===== src/rtl/seg_scan_if.sv =====
// Bundles the scanned display lines and the recovered digit readback.
// The tap (master) drives the segment/anode lines and err_clr; the decoder (slave) returns the recovered digits.
interface seg_scan_if #(
    parameter int N_DIGITS = 6
);
    localparam int IW = (N_DIGITS > 1) ? $clog2(N_DIGITS) : 1;

    logic [0:6]            seg_n;
    logic [N_DIGITS-1:0]   an_n;
    logic                  err_clr;
    logic [4*N_DIGITS-1:0] digits;
    logic [N_DIGITS-1:0]   digit_valid;
    logic                  upd;
    logic [IW-1:0]         upd_idx;
    logic                  err;

    modport master (
        output seg_n, an_n, err_clr,
        input  digits, digit_valid, upd, upd_idx, err
    );

    modport slave (
        input  seg_n, an_n, err_clr,
        output digits, digit_valid, upd, upd_idx, err
    );
endinterface


===== src/rtl/seg_scan_decoder.sv =====
// Recovers BCD digits from multiplexed active-low 7-segment scan lines.
// A digit is committed once its pattern and anode are stable for STABLE_CYCLES clocks.
module seg_scan_decoder #(
    parameter int N_DIGITS      = 6,
    parameter int STABLE_CYCLES = 4
) (
    input  logic clk,
    input  logic rst_n,
    seg_scan_if.slave bus
);
    localparam int IW = (N_DIGITS > 1) ? $clog2(N_DIGITS) : 1;
    localparam int CW = $clog2(STABLE_CYCLES + 1);
    localparam int SW = 7 + N_DIGITS;

    logic [SW-1:0] sample;
    logic [SW-1:0] s_q;
    logic [CW-1:0] cnt_q, cnt_d;
    logic          an_valid;
    logic [IW-1:0] an_idx;
    logic [3:0]    code;
    logic          commit;
    logic          upd_q;
    logic [IW-1:0] upd_idx_q;
    logic          err_q, err_d;

    assign sample = {bus.seg_n, bus.an_n};

    always_comb begin
        an_valid = ($countones(~bus.an_n) == 1);
        an_idx   = '0;
        for (int i = 0; i < N_DIGITS; i++) begin
            if (!bus.an_n[i]) an_idx = IW'(i);
        end
    end

    // Literal bit order matches seg_n[0:6]: leftmost character is segment a.
    always_comb begin
        case (bus.seg_n)
            7'b0000001: code = 4'd0;
            7'b1001111: code = 4'd1;
            7'b0010010: code = 4'd2;
            7'b0000110: code = 4'd3;
            7'b1001100: code = 4'd4;
            7'b0100100: code = 4'd5;
            7'b0100000: code = 4'd6;
            7'b0001101: code = 4'd7;
            7'b0000000: code = 4'd8;
            7'b0000100: code = 4'd9;
            7'b1111111: code = 4'hF;
            default:    code = 4'hE;
        endcase
    end

    // cnt_q encodes IDLE (0), COUNT (1..S-1) and LOCKED (S); saturation prevents re-commit.
    always_comb begin
        cnt_d  = cnt_q;
        commit = 1'b0;
        if (!an_valid) begin
            cnt_d = '0;
        end else if (sample != s_q) begin
            cnt_d = CW'(1);
        end else if (cnt_q != CW'(STABLE_CYCLES)) begin
            cnt_d  = cnt_q + CW'(1);
            commit = (cnt_q == CW'(STABLE_CYCLES - 1));
        end
    end

    always_comb begin
        err_d = err_q;
        if (commit && code == 4'hE) begin
            err_d = 1'b1;
        end else if (bus.err_clr) begin
            err_d = 1'b0;
        end
    end

    always_ff @(posedge clk or negedge rst_n) begin
        if (!rst_n) begin
            s_q       <= '1;
            cnt_q     <= '0;
            upd_q     <= 1'b0;
            upd_idx_q <= '0;
            err_q     <= 1'b0;
        end else begin
            s_q       <= sample;
            cnt_q     <= cnt_d;
            upd_q     <= commit;
            err_q     <= err_d;
            if (commit) upd_idx_q <= an_idx;
        end
    end

    genvar gi;
    generate
        for (gi = 0; gi < N_DIGITS; gi++) begin : g_digit
            logic [3:0] digit_q;
            logic       valid_q;

            always_ff @(posedge clk or negedge rst_n) begin
                if (!rst_n) begin
                    digit_q <= 4'hF;
                    valid_q <= 1'b0;
                end else if (commit && an_idx == IW'(gi)) begin
                    digit_q <= code;
                    valid_q <= 1'b1;
                end
            end

            assign bus.digits[4*gi +: 4] = digit_q;
            assign bus.digit_valid[gi]   = valid_q;
        end
    endgenerate

    assign bus.upd     = upd_q;
    assign bus.upd_idx = upd_idx_q;
    assign bus.err     = err_q;
endmodule


===== src/flat_wrapper.sv =====
// flat-port wrapper written by rule: the top's interface ports become plain ports
module seg_scan_decoder_flat 
#(
    parameter int N_DIGITS      = 6,
    parameter int STABLE_CYCLES = 4
)
  (clk, rst_n, bus_seg_n, bus_an_n, bus_err_clr, bus_digits, bus_digit_valid, bus_upd, bus_upd_idx, bus_err);
  seg_scan_if #(.N_DIGITS(N_DIGITS)) bus_i ();
  input  logic clk;
  input  logic rst_n;
  input wire logic [$bits(bus_i.seg_n)-1:0] bus_seg_n;
  input wire logic [$bits(bus_i.an_n)-1:0] bus_an_n;
  input wire logic [$bits(bus_i.err_clr)-1:0] bus_err_clr;
  output wire logic [$bits(bus_i.digits)-1:0] bus_digits;
  output wire logic [$bits(bus_i.digit_valid)-1:0] bus_digit_valid;
  output wire logic [$bits(bus_i.upd)-1:0] bus_upd;
  output wire logic [$bits(bus_i.upd_idx)-1:0] bus_upd_idx;
  output wire logic [$bits(bus_i.err)-1:0] bus_err;
  assign bus_i.seg_n = bus_seg_n;
  assign bus_i.an_n = bus_an_n;
  assign bus_i.err_clr = bus_err_clr;
  assign bus_digits = bus_i.digits;
  assign bus_digit_valid = bus_i.digit_valid;
  assign bus_upd = bus_i.upd;
  assign bus_upd_idx = bus_i.upd_idx;
  assign bus_err = bus_i.err;
  seg_scan_decoder #(.N_DIGITS(N_DIGITS), .STABLE_CYCLES(STABLE_CYCLES)) u_core (.clk(clk), .rst_n(rst_n), .bus(bus_i));
endmodule

===== config.mk =====
export PLATFORM = sky130hd
export DESIGN_NAME = seg_scan_decoder_flat
export DESIGN_NICKNAME = d
export VERILOG_FILES = /design/src/rtl/seg_scan_if.sv /design/src/rtl/seg_scan_decoder.sv /design/src/flat_wrapper.sv
export SDC_FILE = /design/constraint.sdc
export NUM_CORES = 1
export LEC_CHECK = 0
export CAP_MARGIN = 5
export CORE_UTILIZATION = 35
export DETAILED_ROUTE_END_ITERATION = 7
export PLACE_DENSITY = 0.64
export SLEW_MARGIN = 20
export SYNTH_ARGS = -nofsm -noshare
export SYNTH_HDL_FRONTEND = slang
export SYNTH_SLANG_ARGS = --single-unit

===== constraint.sdc =====
create_clock -name clk -period 3.4 [get_ports clk]
set_clock_uncertainty 0.05 [all_clocks]
set_input_delay 0.68 -clock clk [delete_from_list [all_inputs] [get_ports clk]]
set_output_delay 0.68 -clock clk [all_outputs]
set_load 0.05 [all_outputs]

==> metrics.md, run 1 <==
| Metric | Value |
|---|---|
| Class of the worst hold path | in2async |
| Internal power | 949 µW |
| Num rows | 30 |
| ANT cells | 0 |
| Clock power frac | 0.360 |
| Power per cell area | 353 nW/µm² |
| Status | finished, final reports clean |
| Area growth syn-to-layout | 38.2% |
| CTS tree | done |
| Final period util | 0.936 |
| Comb pwr share | 0.135 |
| Wirelength, routed | 5.50 mm |
| Global-route wire length before repair | 8.92 mm |
| Slew margin rel. | 0.491 |
| Critical path's top delay family | adder cells |
| WP data arrival | 3370 ps |
| Post-synth ARST share | 1.00 |
| Area post-placement | 3300 µm² |
| DRT antenna net count | 0 |
| Switching Fraction | 0.238 |
| Via-per-instance ratio | 4.77 |
| Routed len/inst | 14.6 µm |
| Power after layout | 1250 µW |
| Largest net degree at the start of global routing | 36 |
| GPL Wtd Cong | 0.801 |
| Worst-Skew Late Latency | 300 ps |
| Cell taking the most area after synthesis | dfstp_2 |
| Die area | 7630 µm² |
| Cell Count, Final, Fillers Out | 376 |
| Fin. Hold Viols | 0 |
| CTS Buf Count | 5 |
| Core box area | 6910 µm² |
| Deepest clock path buffer count | 2 |
| Chip Height | 87.4 µm |
| GRT Total Usage | 0.151 |
| Slowest cell on crit path | fa_1 |
| Depth of the CTS H-tree | 2 |
| Synthesized area | 2550 µm² |
| Clock Tree Root | clkbuf_8 |
| Synth cell count leaders | dfstp_2 (37), mux2_2 (25), dfrtp_1 (14), xor2_1 (13), inv_1 (12) |
| Bufs and invs on worst path | 3 |
| Count of cell types in the netlist | 46 |
| Initial Util | 0.369 |
| Final Core Density | 0.510 |
| Die width | 87.4 µm |
| CTS clk-pin slew, worst paths | 90 ps |
| Final setup violation count | 0 |
| Vias in the first global route | 1811 |
| Setup_tns | 0 ps |
| DR DRC count | 0 |
| CTS Hold Bufs | 0 |
| IO Port Bufs | 50 |
| Final Slew Violations | 0 |
| Yosys top cell area share | 0.381 |
| Yosys reg bits | 51 |
| Peak VDD IR | 0.184 mV |
| Vias | 1793 |
| Crit end category | register |
| Reg power frac | 0.506 |
| Leak | 0.00154 µW |
| Antenna violations before repair | 0 |
| Critical Path Max Stage Delay | 600 ps |
| Top Ports | 51 |
| Fmax | 0.314 GHz |
| Critical path startpoint category | input port |
| Drt initial violations | 58 |
| Fillers | 630 |
| Crit path kind | in2reg |
| Number of synthesized flops with an enable pin | 0 |
| Crit-path max FO | 5 |
| Syn Inst Count | 206 |
| Avg Inst Size Synth | 12.4 µm² |
| Ys Warns | 0 |
| Psw | 297 µW |
| Final Instance Area | 3520 µm² |
| CTS sink count | 51 |
| Fin nets | 307 |
| Worst Tran Pin Value | 764 ps |
| Syn_nets | 234 |
| First-pass DRT Iterations | 5 |
| Final critical-path required period | 3180 ps |
| Post-synth top flop | dfstp_2 |
| Placed Cells | 367 |
| Max Cap Viol | 0 |
| CP cell instances | dlygate4sd2_1 -> inv_1 -> ha_2 -> fa_1 -> ha_4 -> nor4b_4 -> and3_4 -> nand3_4 -> nor4b_2 -> buf_4 -> mux2_4 |
| Post-DP HPWL | 3.95 mm |
| Most frequent cell after synthesis | dfstp_2 |
| Sequential share of the synthesized area | 0.519 |
| Req. time, crit path | 3590 ps |
| Grt total ovfl | 0 |
| RSZ-0062 raised after global routing | false |
| Synth area leaders | dfstp_2 (38%), dfrtp_1 (14%), mux2_2 (11%), ha_1 (4.9%), xor2_1 (4.5%) |
| Layout cells sized above 1 | 0.450 |
[worst paths after layout]
kind	startpoint	cells past startpoint	slack, ps	to
worst max-delay path	bus_an_n[0]	11	220	u_core.g_digit[3].digit_q[1]
max in group asynchronous	rst_n	2	2130	u_core.s_q[10]
worst max register to register	u_core.s_q[6]	7	1270	u_core.g_digit[0].digit_q[2]
worst min register to register	u_core.g_digit[4].valid_q	1	430	u_core.g_digit[4].valid_q
min in group clk	u_core.g_digit[4].valid_q	1	430	u_core.g_digit[4].valid_q
worst min-delay path	rst_n	1	390	u_core.g_digit[0].valid_q
[logic make-up after synthesis]
group	share of synthesized area
simple gates	0.132
flops	0.519
mux	0.123
buf+inv	0.0505
compound gates	0.0559
xor+xnor	0.0550
fa+ha+maj	0.0648
[routing by layer]
metal  wire length (µm)  vias up  track usage
met3                186        2       0.0294
met2               2720       27        0.252
li1                   -      858            -
met4                 29        0       0.0358
met1               2560      906        0.203
met5                  0        -            0
[power groups by stage]
| stage | Sequential (µW) | Combinational [µW] | Clock [µW] |
|---|---|---|---|
| global placement | 639 | 144 | 0 |
| global route | 632 | 187 | 479 |
| CTS | 630 | 166 | 463 |
| floorplan | 639 | 77.8 | 0 |
| finish | 630 | 168 | 448 |
| detailed placement | 640 | 146 | 0 |
[cell usage in the layout, fill, tap and decap left out, types with 2 or more instances in the layout]
cell type        count
a21oi_1              4
buf_4               29
clkbuf_8             6
clkdlybuf4s50_1     43
dfrtp_1             14
dfstp_2             37
dlygate4sd2_1        2
dlymetal6s2s_1       4
ha_1                 6
ha_2                 3
inv_1               10
inv_2                2
mux2_2              21
mux2_4               4
mux2i_1              2
nand2_1              7
nand3_1              3
nand4b_1             2
nor2_1               5
nor2b_1              2
nor3_1               6
nor4_1               3
nor4_4               2
o21ai_0              6
or2_2                8
xnor2_1              3
xor2_1              13
[stage by stage]
stage,setup WS (ps),hold slack (ps)
3_3_place_gp,-473,405
3_5_place_dp,-514,407
6_report,218,391
4_1_cts,11.4,405
5_1_grt,104,449
2_1_floorplan,68.3,334
[registers in the layout, indices dropped and copies added, names as in the netlist]
name and flops:
u_core.bus.err 1, u_core.bus.upd 1, u_core.g_digit.digit_q 24, u_core.bus.upd_idx 3, u_core.g_digit.valid_q 6, u_core.cnt_q 3, u_core.s_q 13
[final cells by class]
class	instances	area, µm²	area share
multi-input combinational	130	1190	0.339
sequential	51	1320	0.375
clock buffer	6	82.6	0.0234
clock inverter	2	38.8	0.0110
tap	96	120	0.0341
inverter	12	45.0	0.0128
timing repair buffer	79	721	0.204
[what timing repair did]
| item | 4_1_cts | 5_1_grt |
|---|---|---|
| setup buffers | 1 | 0 |
| setup endpoints to repair | 22 | 17 |
| pin swaps | 6 | 6 |
| cloned | 0 | 0 |
| gates resized for setup | 10 | 15 |
Note: power is estimated with default switching activity, not from simulation.
==> run 2, diff against run 1 <==
--- a/config.mk
+++ b/config.mk
@@ -6,9 +6,11 @@
 export NUM_CORES = 1
 export LEC_CHECK = 0
 export CAP_MARGIN = 5
-export CORE_UTILIZATION = 35
+export CORE_UTILIZATION = 50
+export CTS_CLUSTER_DIAMETER = 80
 export DETAILED_ROUTE_END_ITERATION = 7
-export PLACE_DENSITY = 0.64
+export GPL_TIMING_DRIVEN = 0
+export PLACE_DENSITY = 0.84
 export SLEW_MARGIN = 20
 export SYNTH_ARGS = -nofsm -noshare
 export SYNTH_HDL_FRONTEND = slang
==> run 2 against run 1 <==
Register-to-register slack got worse by 400 ps. Cell count fell by 11%. Worst hold slack got worse by 150 ps. Utilization rose by 19 points. Design area fell by 4.8%. Largest power group unchanged. Highest routed layer unchanged.
==> metrics.md, run 2 (synthesized netlist as in run 1, its figures left out) <==
| Metric | Value |
|---|---|
| Status | finished, final reports clean (unchanged) |
| CTS clk-pin slew, worst paths | 100 ps (was 90 ps) |
| Crit path kind | in2reg (unchanged) |
| Final critical-path required period | 3350 ps (was 3180 ps) |
| Wirelength, routed | 5.48 mm (was 5.50 mm) |
| Max Cap Viol | 0 (unchanged) |
| Commonest non-fill, non-tap cell in the layout | clkdlybuf4s50_1 (unchanged) |
| Capture point of the worst path | u_core.g_digit[0].digit_q[0] (was u_core.g_digit[3].digit_q[1]) |
| Depth of the CTS H-tree | 2 (unchanged) |
| CTS Hold Bufs | 0 (unchanged) |
| DR DRC count | 0 (unchanged) |
| ANT cells | 0 (unchanged) |
| Routed len/inst | 16.4 µm (was 14.6 µm) |
| RSZ-0062 raised after global routing | true (was false) |
| Leak | 0.00144 µW (was 0.00154 µW) |
| Crit end category | register (unchanged) |
| Power after layout | 1210 µW (was 1250 µW) |
| Layout cells sized above 1 | 0.414 (was 0.450) |
| Num rows | 25 (was 30) |
| Setup slack, reg-to-reg | 870 ps (was 1270 ps) |
| CTS tree | done (unchanged) |
| IO Port Bufs | 50 (unchanged) |
| Reg2reg end | u_core.g_digit[5].digit_q[0] (was u_core.g_digit[0].digit_q[2]) |
| Initial Util | 0.529 (was 0.369) |
| Post-DP HPWL | 3.80 mm (was 3.95 mm) |
| Slew margin rel. | 0.518 (was 0.491) |
| Class of the worst hold path | in2async (unchanged) |
| Max reg flops | 24 (unchanged) |
| First-pass DRT Iterations | 4 (was 5) |
| Final setup violation count | 0 (unchanged) |
| CP startpoint | bus_an_n[4] (was bus_an_n[0]) |
| Req. time, crit path | 3600 ps (was 3590 ps) |
| Area growth syn-to-layout | 31.6% (was 38.2%) |
| Final period util | 0.985 (was 0.936) |
| Clock Tree Root | clkbuf_8 (unchanged) |
| Fin. Hold Viols | 0 (unchanged) |
| Die area | 5390 µm² (was 7630 µm²) |
| Worst-Skew Late Latency | 310 ps (was 300 ps) |
| Vias in the first global route | 1872 (was 1811) |
| Largest net degree at the start of global routing | 35 (was 36) |
| Top Ports | 51 (unchanged) |
| Core box area | 4820 µm² (was 6910 µm²) |
| Die width | 73.4 µm (was 87.4 µm) |
| Crit-path max FO | 6 (was 5) |
| Drt initial violations | 86 (was 58) |
| Register-to-Register Path Depth | 6 (was 7) |
| Critical path startpoint category | input port (unchanged) |
| DRT antenna net count | 0 (unchanged) |
| Largest registers | u_core.g_digit.digit_q (24), u_core.s_q (13), u_core.g_digit.valid_q (6) (unchanged) |
| Fin nets | 295 (was 307) |
| GRT Total Usage | 0.226 (was 0.151) |
| Grt total ovfl | 0 (unchanged) |
| Final Core Density | 0.697 (was 0.510) |
| Tightest hold margin | 238 ps (was 391 ps) |
| Chip Height | 73.4 µm (was 87.4 µm) |
| CTS Buf Count | 5 (unchanged) |
| Reg with most FFs | u_core.g_digit.digit_q (unchanged) |
| WP data arrival | 3550 ps (was 3370 ps) |
| Final Slew Violations | 0 (unchanged) |
| Power per cell area | 361 nW/µm² (was 353 nW/µm²) |
| Deepest clock path buffer count | 2 (unchanged) |
| CTS sink count | 51 (unchanged) |
| Antenna violations before repair | 0 (unchanged) |
| GPL Wtd Cong | 0.831 (was 0.801) |
| Global-route wire length before repair | 8.98 mm (was 8.92 mm) |
| Peak VDD IR | 0.242 mV (was 0.184 mV) |
| Worst Tran Pin Value | 715 ps (was 764 ps) |
| Via-per-instance ratio | 5.31 (was 4.77) |
| Fmax | 0.299 GHz (was 0.314 GHz) |
| Vias | 1778 (was 1793) |
| Worst flop-to-flop path startpoint | u_core.s_q[6] (unchanged) |
| Most frequent cells in the layout | clkdlybuf4s50_1 (43), dfstp_2 (37), mux2_2 (25) (was clkdlybuf4s50_1 (43), dfstp_2 (37), buf_4 (29)) |
[run 2: cell types whose count changed in the layout (fill, tap and decap cells not counted), moves of 2 or more]
cell	delta
clkdlybuf4s15_1	+2
buf_4	-19
inv_2	-2
inv_1	+2
ha_1	+3
mux2_4	-4
dlygate4sd2_1	-2
clkbuf_2	+2
ha_2	-3
clkbuf_1	+2
dlymetal6s2s_1	-4
buf_2	+4
mux2_2	+4
[run 2: through the flow]
step | area (µm²) | setup slack, ps | setup TNS, ps | instances
final | 3360 | 52.1 | 0 | 335
after global routing | 3360 | -28.6 | -160 | 335
after CTS | 3330 | 21.9 | 0 | 334
after detailed placement | 3160 | -896 | -27120 | 324
after global placement | 3140 | -866 | -26170 | 323
after floorplan | 2560 | 68.3 | 0 | 206
[run 2: what timing repair did]
| action | 4_1_cts | 5_1_grt |
|---|---|---|
| gates resized for setup | 21 | 8 |
| setup buffers | 2 | 1 |
| pin swaps | 5 | 4 |
| setup endpoints to repair | 34 | 18 |
[run 2: area by class of cell]
cell class              count  area (µm²)
fillers                   388        1460
inverters                  12        45.0
flip-flops and latches     51        1320
plain buffers              13        86.3
multi-input cells         130        1180
clock inverters             3        43.8
clock buffers               5        68.8
repair buffers             54         524
well taps                  67        83.8
[run 2: per-layer routing]
metal | part of all wire | GRT usage | vias to the layer above | wire, µm
met1 | 0.42 | 0.269 | 884 | 2290
met4 | 0.027 | 0.100 | 0 | 147
met3 | 0.040 | 0.0508 | 13 | 221
met2 | 0.51 | 0.391 | 44 | 2820
li1 | - | - | 837 | -
met5 | 0 | 0 | - | 0
[run 2: power by group]
| group | switching [µW] | internal [µW] |
|---|---|---|
| clock network | 212 | 219 |
| logic | 82.2 | 68.8 |
| registers | 5.26 | 625 |
| total | 299 | 913 |
[run 2: worst max-delay path: stages]
cell	delay, ps
clkdlybuf4s15_2	250
inv_1	90
ha_1	330
fa_2	420
ha_4	260
nor4b_4	320
nand3_2	220
nor4_2	580
mux2_2	400
[run 2: how the worst min path moves through the flow]
stage | slack, ps | startpoint | endpoint | cells past startpoint
after floorplan | 330 | rst_n | u_core.bus.err | 0
after global placement | 400 | u_core.g_digit[2].valid_q | u_core.g_digit[2].valid_q | 1
after detailed placement | 410 | u_core.g_digit[5].valid_q | u_core.g_digit[5].valid_q | 1
after CTS | 240 | rst_n | u_core.g_digit[0].valid_q | 1
after global routing | 260 | rst_n | u_core.g_digit[0].valid_q | 1
final | 240 | rst_n | u_core.g_digit[0].valid_q | 1
==> run 3, diff against run 2 <==
--- a/config.mk
+++ b/config.mk
@@ -5,6 +5,7 @@
 export SDC_FILE = /design/constraint.sdc
 export NUM_CORES = 1
 export LEC_CHECK = 0
+export ABC_CLOCK_PERIOD_IN_PS = 3400
 export CAP_MARGIN = 5
 export CORE_UTILIZATION = 50
 export CTS_CLUSTER_DIAMETER = 80
==> results of run 3 <==
No change in the layout: final DEF, timing and power equal those of run 2.
